==> src/rtl/imm_extend_unit.sv <==
// -----------------------------------------------------------------------------
// imm_extend_unit
//
// Purpose:
//   Immediate extension unit with a one-deep registered output stage. Each
//   accepted request is turned into an OUT_W-bit value according to `mode`
//   (zero/sign extension, upper placement, shift-by-2, address placement,
//   PC-relative branch target). A PREFIX request stores its immediate so that
//   a following ZERO/SIGN request can extend the concatenation
//   {prefix, imm} instead of imm alone.
//
// Handshake (both sides, strict valid/ready):
//   A transfer happens on a rising clk edge where valid and ready are both
//   high. Valid must not depend on ready. Once out_valid is high, out_data and
//   out_err stay unchanged until the edge where out_ready is also high.
//   in_ready = !out_valid || out_ready, so a drain and a new acceptance can
//   happen on the same edge (full throughput).
//
// Ports:
//   clk            in   clock, all state changes on rising edge
//   rst            in   synchronous active-high reset, dominates everything
//   in_valid       in   request valid
//   in_ready       out  request accepted when high together with in_valid
//   mode           in   3-bit operation select (0..7, see MODE_* below)
//   imm            in   IMM_W-bit immediate field
//   addr           in   ADDR_W-bit address field
//   pc             in   OUT_W-bit program counter (BRANCH only)
//   flush          in   drop pending prefix and unconsumed output; wins over
//                       acceptance
//   out_valid      out  result valid
//   out_ready      in   consumer ready
//   out_data       out  OUT_W-bit extended result
//   out_err        out  high for results of the reserved mode 7
//   prefix_pending out  FSM state is HELD (a prefix is stored)
// -----------------------------------------------------------------------------
module imm_extend_unit #(
    parameter int IMM_W  = 6,
    parameter int ADDR_W = 8,
    parameter int OUT_W  = 16
) (
    input  logic              clk,
    input  logic              rst,
    input  logic              in_valid,
    output logic              in_ready,
    input  logic [2:0]        mode,
    input  logic [IMM_W-1:0]  imm,
    input  logic [ADDR_W-1:0] addr,
    input  logic [OUT_W-1:0]  pc,
    input  logic              flush,
    output logic              out_valid,
    input  logic              out_ready,
    output logic [OUT_W-1:0]  out_data,
    output logic              out_err,
    output logic              prefix_pending
);

    if (OUT_W < 2 * IMM_W || OUT_W < ADDR_W) begin : g_bad_params
        $error("imm_extend_unit: OUT_W must be >= 2*IMM_W and >= ADDR_W");
    end

    localparam logic [2:0] MODE_ZERO    = 3'd0;
    localparam logic [2:0] MODE_SIGN    = 3'd1;
    localparam logic [2:0] MODE_UPPER   = 3'd2;
    localparam logic [2:0] MODE_SHIFT2  = 3'd3;
    localparam logic [2:0] MODE_ADDR_HI = 3'd4;
    localparam logic [2:0] MODE_BRANCH  = 3'd5;
    localparam logic [2:0] MODE_PREFIX  = 3'd6;

    typedef enum logic {
        IDLE = 1'b0,
        HELD = 1'b1
    } state_t;

    state_t             state_q;
    logic [IMM_W-1:0]   prefix_q;
    logic               out_valid_q;
    logic [OUT_W-1:0]   out_data_q;
    logic               out_err_q;

    logic               accept;
    logic [OUT_W-1:0]   result_d;

    // Extension candidates. Casting a signed operand to a wider size
    // sign-extends it, which also handles OUT_W == 2*IMM_W without a
    // zero-width replication.
    logic [2*IMM_W-1:0] pair_w;
    logic [OUT_W-1:0]   imm_zx;
    logic [OUT_W-1:0]   imm_sx;
    logic [OUT_W-1:0]   pair_zx;
    logic [OUT_W-1:0]   pair_sx;

    assign pair_w  = {prefix_q, imm};
    assign imm_zx  = OUT_W'(imm);
    assign imm_sx  = OUT_W'($signed(imm));
    assign pair_zx = OUT_W'(pair_w);
    assign pair_sx = OUT_W'($signed(pair_w));

    assign in_ready = !out_valid_q || out_ready;
    // flush drops whatever request is presented in the same cycle.
    assign accept   = in_valid && in_ready && !flush;

    always_comb begin
        result_d = '0;
        case (mode)
            MODE_ZERO:    result_d = (state_q == HELD) ? pair_zx : imm_zx;
            MODE_SIGN:    result_d = (state_q == HELD) ? pair_sx : imm_sx;
            MODE_UPPER:   result_d = imm_zx << (OUT_W - IMM_W);
            MODE_SHIFT2:  result_d = imm_zx << 2;
            MODE_ADDR_HI: result_d = OUT_W'(addr) << (OUT_W - ADDR_W);
            MODE_BRANCH:  result_d = pc + (imm_sx << 1);
            default:      result_d = '0;  // PREFIX produces nothing, 7 is reserved
        endcase
    end

    always_ff @(posedge clk) begin
        if (rst) begin
            state_q     <= IDLE;
            prefix_q    <= '0;
            out_valid_q <= 1'b0;
            out_data_q  <= '0;
            out_err_q   <= 1'b0;
        end else if (flush) begin
            state_q     <= IDLE;
            prefix_q    <= '0;
            out_valid_q <= 1'b0;
        end else begin
            // Drain first; an acceptance below may refill on the same edge.
            if (out_valid_q && out_ready) begin
                out_valid_q <= 1'b0;
            end
            if (accept) begin
                if (mode == MODE_PREFIX) begin
                    prefix_q <= imm;
                    state_q  <= HELD;
                end else begin
                    // Any stored prefix is consumed (ZERO/SIGN) or discarded.
                    prefix_q    <= '0;
                    state_q     <= IDLE;
                    out_valid_q <= 1'b1;
                    out_data_q  <= result_d;
                    out_err_q   <= (mode == 3'd7);
                end
            end
        end
    end

    assign out_valid      = out_valid_q;
    assign out_data       = out_data_q;
    assign out_err        = out_err_q;
    assign prefix_pending = (state_q == HELD);

endmodule

==> config.mk <==
export PLATFORM = sky130hd
export DESIGN_NAME = imm_extend_unit
export DESIGN_NICKNAME = d
export VERILOG_FILES = /design/src/rtl/imm_extend_unit.sv
export SDC_FILE = /design/constraint.sdc
export NUM_CORES = 1
export LEC_CHECK = 0
export ABC_AREA = 1
export CORE_AREA = 2 2 88 90
export CTS_CLUSTER_DIAMETER = 200
export DETAILED_ROUTE_END_ITERATION = 8
export DIE_AREA = 0 0 90 92
export GPL_TIMING_DRIVEN = 0
export SLEW_MARGIN = 30
export SYNTH_ARGS = -nofsm -noshare
export SYNTH_HDL_FRONTEND = slang
export SYNTH_SLANG_ARGS = --single-unit
==> constraint.sdc <==
create_clock -name clk -period 1.9 [get_ports clk]
set_clock_uncertainty 0.15 [all_clocks]
set_input_delay 0.38 -clock clk [delete_from_list [all_inputs] [get_ports clk]]
set_output_delay 0.38 -clock clk [all_outputs]
set_load 0.05 [all_outputs]
==> metrics.txt <==
status complete, no violations; Hold Vio Cnt, Final 0; syn_nets a little over 400; #FFs+latches synth 25; switching pwr between 0.5 and 0.6 mW; Hold Crit Class in2reg; Mean Syn Cell Area between 5 and 6 um2; synthesis-to-layout area growth 49.1%; Worst Max-Slew Pin Slew around 0.5 ns; hpwl dp 5190 um; initial antenna violation count 0; CTS buffer count 3; unrepaired setup endpoints after global routing true; Syn Std Cell Area 2130 um2; Crit path max-delay family buffers and inverters; DIE HEIGHT just over 90 um; peak supply drop 0.000270 V; worst skew pair latency around 0.27 ns; Routed WL per cell 12.6 um; top-count cell post-synth nand2_1; vias in the first global route between 2000 and 2500; main area contributors after synthesis nand2_1, dfxtp_1, a21oi_1, inv_1, ha_1; io pins 58; crit-path max cell delay roughly 0.45 ns; maxcap violations 0; Antenna Violating Nets Remaining 0; max_slew headroom 67.2%; Leak about 1.5 nW; Yosys top cell area share between 20 and 25%; sw frac a little over a third; area leader, netlist nand2_1; filler instances 843; worst path arrival time between 1 and 1.5 ns; fraction of layout cells with a size suffix above 1 about 18%; Clock Tree Buf Depth 2; drt total wl about 6700 um; Main synth FF type dfxtp_1; Initial Util 28.5%; Final GP Congestion between 0.8 and 0.9; Netlist cell types 30; die area ~8300 um2; ys async rst share 0%; final net count 482; hold slack 0.249 ns; CP Cell Sequence clkdlybuf4s50_1, inv_1, nand2_4, clkdlybuf4s15_2; post-DR vias/cell ~4.7; critical path class in2out; Clk pwr share roughly 22%; Peak Freq roughly 540 MHz; global-route wire length before repair between 10000 and 15000 um; total track usage between 10% and 20%; crit start category primary input; largest net degree at the start of global routing 16; input/output buffers 56; period utilisation layout a little over nine tenths; Clock transition at path regs 0.09 ns; vias 2517; H-tree levels 1; gr ovfl total 0; ant diodes 0; CTS tree yes; nature of the critical path endpoint output pin; Post-synth EDFFs 0; CP Buf/Inv Count 3; CP max FO 3; internal power about 0.95 mW; CP required about 1.4 ns; CTS sink count 25; Max stage delay cell, worst path clkdlybuf4s50_1; Core Area roughly 7400 um2; clk root buf clkbuf_8; Synthesis Warnings 0; minimum clock period ~1.9 ns; die width about 90 um; combinational power share 41.7%; Iteration-0 DRC Markers 100; sequential area share after synthesis around a quarter; register share of total power 36.7%; Final Setup Violations 0; DR DRC count 0; most frequent cells after synthesis nand2_1, inv_1, a21oi_1; num rows 32; Pre-antenna DRT Iters 4; dpl ws -0.996 ns; fin worst setup slack between 0.04 and 0.05 ns; Power Density 470 nW/um2; number of max-slew violations in the final report 0; Gate Count Post-Synth 358
tightest hold or removal path, stage by stage:
cell	delay [ns]
buf_6	0.11
nand3_1	0.08
a21oi_1	0.06
placed cells by master (no fill, tap or decap), drive strengths merged:
cell,n
nor2,17
dlymetal6s2s,3
o211ai,3
dfxtp,25
ha,14
a211oi,2
nand3,26
a21oi,43
clkdlybuf4s50,13
nand4,4
xor2,1
a221oi,4
nor3,4
buf,19
nand2,140
o21ai,8
o31ai,1
clkdlybuf4s15,3
nand3b,2
clkbuf,6
clkinv,1
or2,3
xnor2,1
dlygate4sd2,30
inv,52
clkinvlp,1
a31oi,1
fa,1
stage by stage:
stage | std cells | setup TNS [ns] | instance area [um2] | util (%) | power [mW]
2_1_floorplan | 358 | 0 | 2140 | - | 0.895
3_3_place_gp | 516 | -12.47 | 2830 | 38.0 | 1.09
3_5_place_dp | 516 | -12.81 | 2830 | 38.0 | 1.09
4_1_cts | 528 | -0.0486 | 3100 | 41.6 | 1.47
5_1_grt | 530 | -0.0412 | 3170 | 42.6 | 1.59
6_report | 530 | 0 | 3170 | 42.6 | 1.49
power by group through the flow:
stage / registers, mW / logic, mW / clock network (mW)
after floorplan: 0.601 / 0.294 / 0
after global placement: 0.560 / 0.530 / 0
after detailed placement: 0.560 / 0.531 / 0
after CTS: 0.547 / 0.593 / 0.328
after global routing: 0.549 / 0.693 / 0.348
final: 0.547 / 0.621 / 0.322
layout make-up:
| cell class | instances | area, um2 | area share [%] |
|---|---|---|---|
| Multi-Input combinational cell | 275 | 1680 | 52.8 |
| Timing Repair Buffer | 66 | 586 | 18.5 |
| Sequential cell | 25 | 500 | 15.8 |
| Inverter | 53 | 200 | 6.31 |
| Tap cell | 102 | 128 | 4.03 |
| Clock buffer | 3 | 41.3 | 1.30 |
| Buffer | 5 | 32.5 | 1.03 |
| Clock inverter | 1 | 7.51 | 0.237 |
metal layers:
| layer | global-route usage [%] | wire length (um) | vias up |
|---|---|---|---|
| met3 | 3.45 | 407 | 4 |
| met1 | 21.3 | 3120 | 1151 |
| met4 | 1.92 | 55 | 0 |
| li1 | - | - | 1303 |
| met2 | 26.8 | 3080 | 59 |
| met5 | 0 | 0 | - |
path summary, 6_finish.rpt:
check / start / end / slack (ns) / cells after the start
min reg2reg: out_data[5]$_SDFFE_PP0P_ / out_data[5]$_SDFFE_PP0P_ / 0.32 / 2
max: out_ready / in_ready / 0.04 / 4
max reg2reg: prefix_pending$_SDFFE_PP0P_ / out_data[11]$_SDFFE_PP0P_ / 0.25 / 6
min: imm[0] / prefix_q[0]$_SDFFE_PP0P_ / 0.25 / 3
sequential cells by signal, summed over array words and instances (netlist names):
| register | count |
|---|---|
| out_data | 16 |
| prefix_q | 6 |
| out_err | 1 |
| out_valid | 1 |
| prefix_pending | 1 |
cell families after synthesis:
kind of cell / Yosys count / synth area share [%]
buf+inv: 58 / 10.9
flops: 25 / 23.5
simple gates: 196 / 39.4
compound gates: 62 / 16.1
xor+xnor: 2 / 0.824
fa+ha+maj: 15 / 9.18
what timing repair did:
action	CTS	global route
setup buffers	8	2
endpoints found under the setup margin	37	18
gates resized for setup	83	34
pin swaps	15	12
hold buffers	0	0
Power figures use the tool's default switching activity.
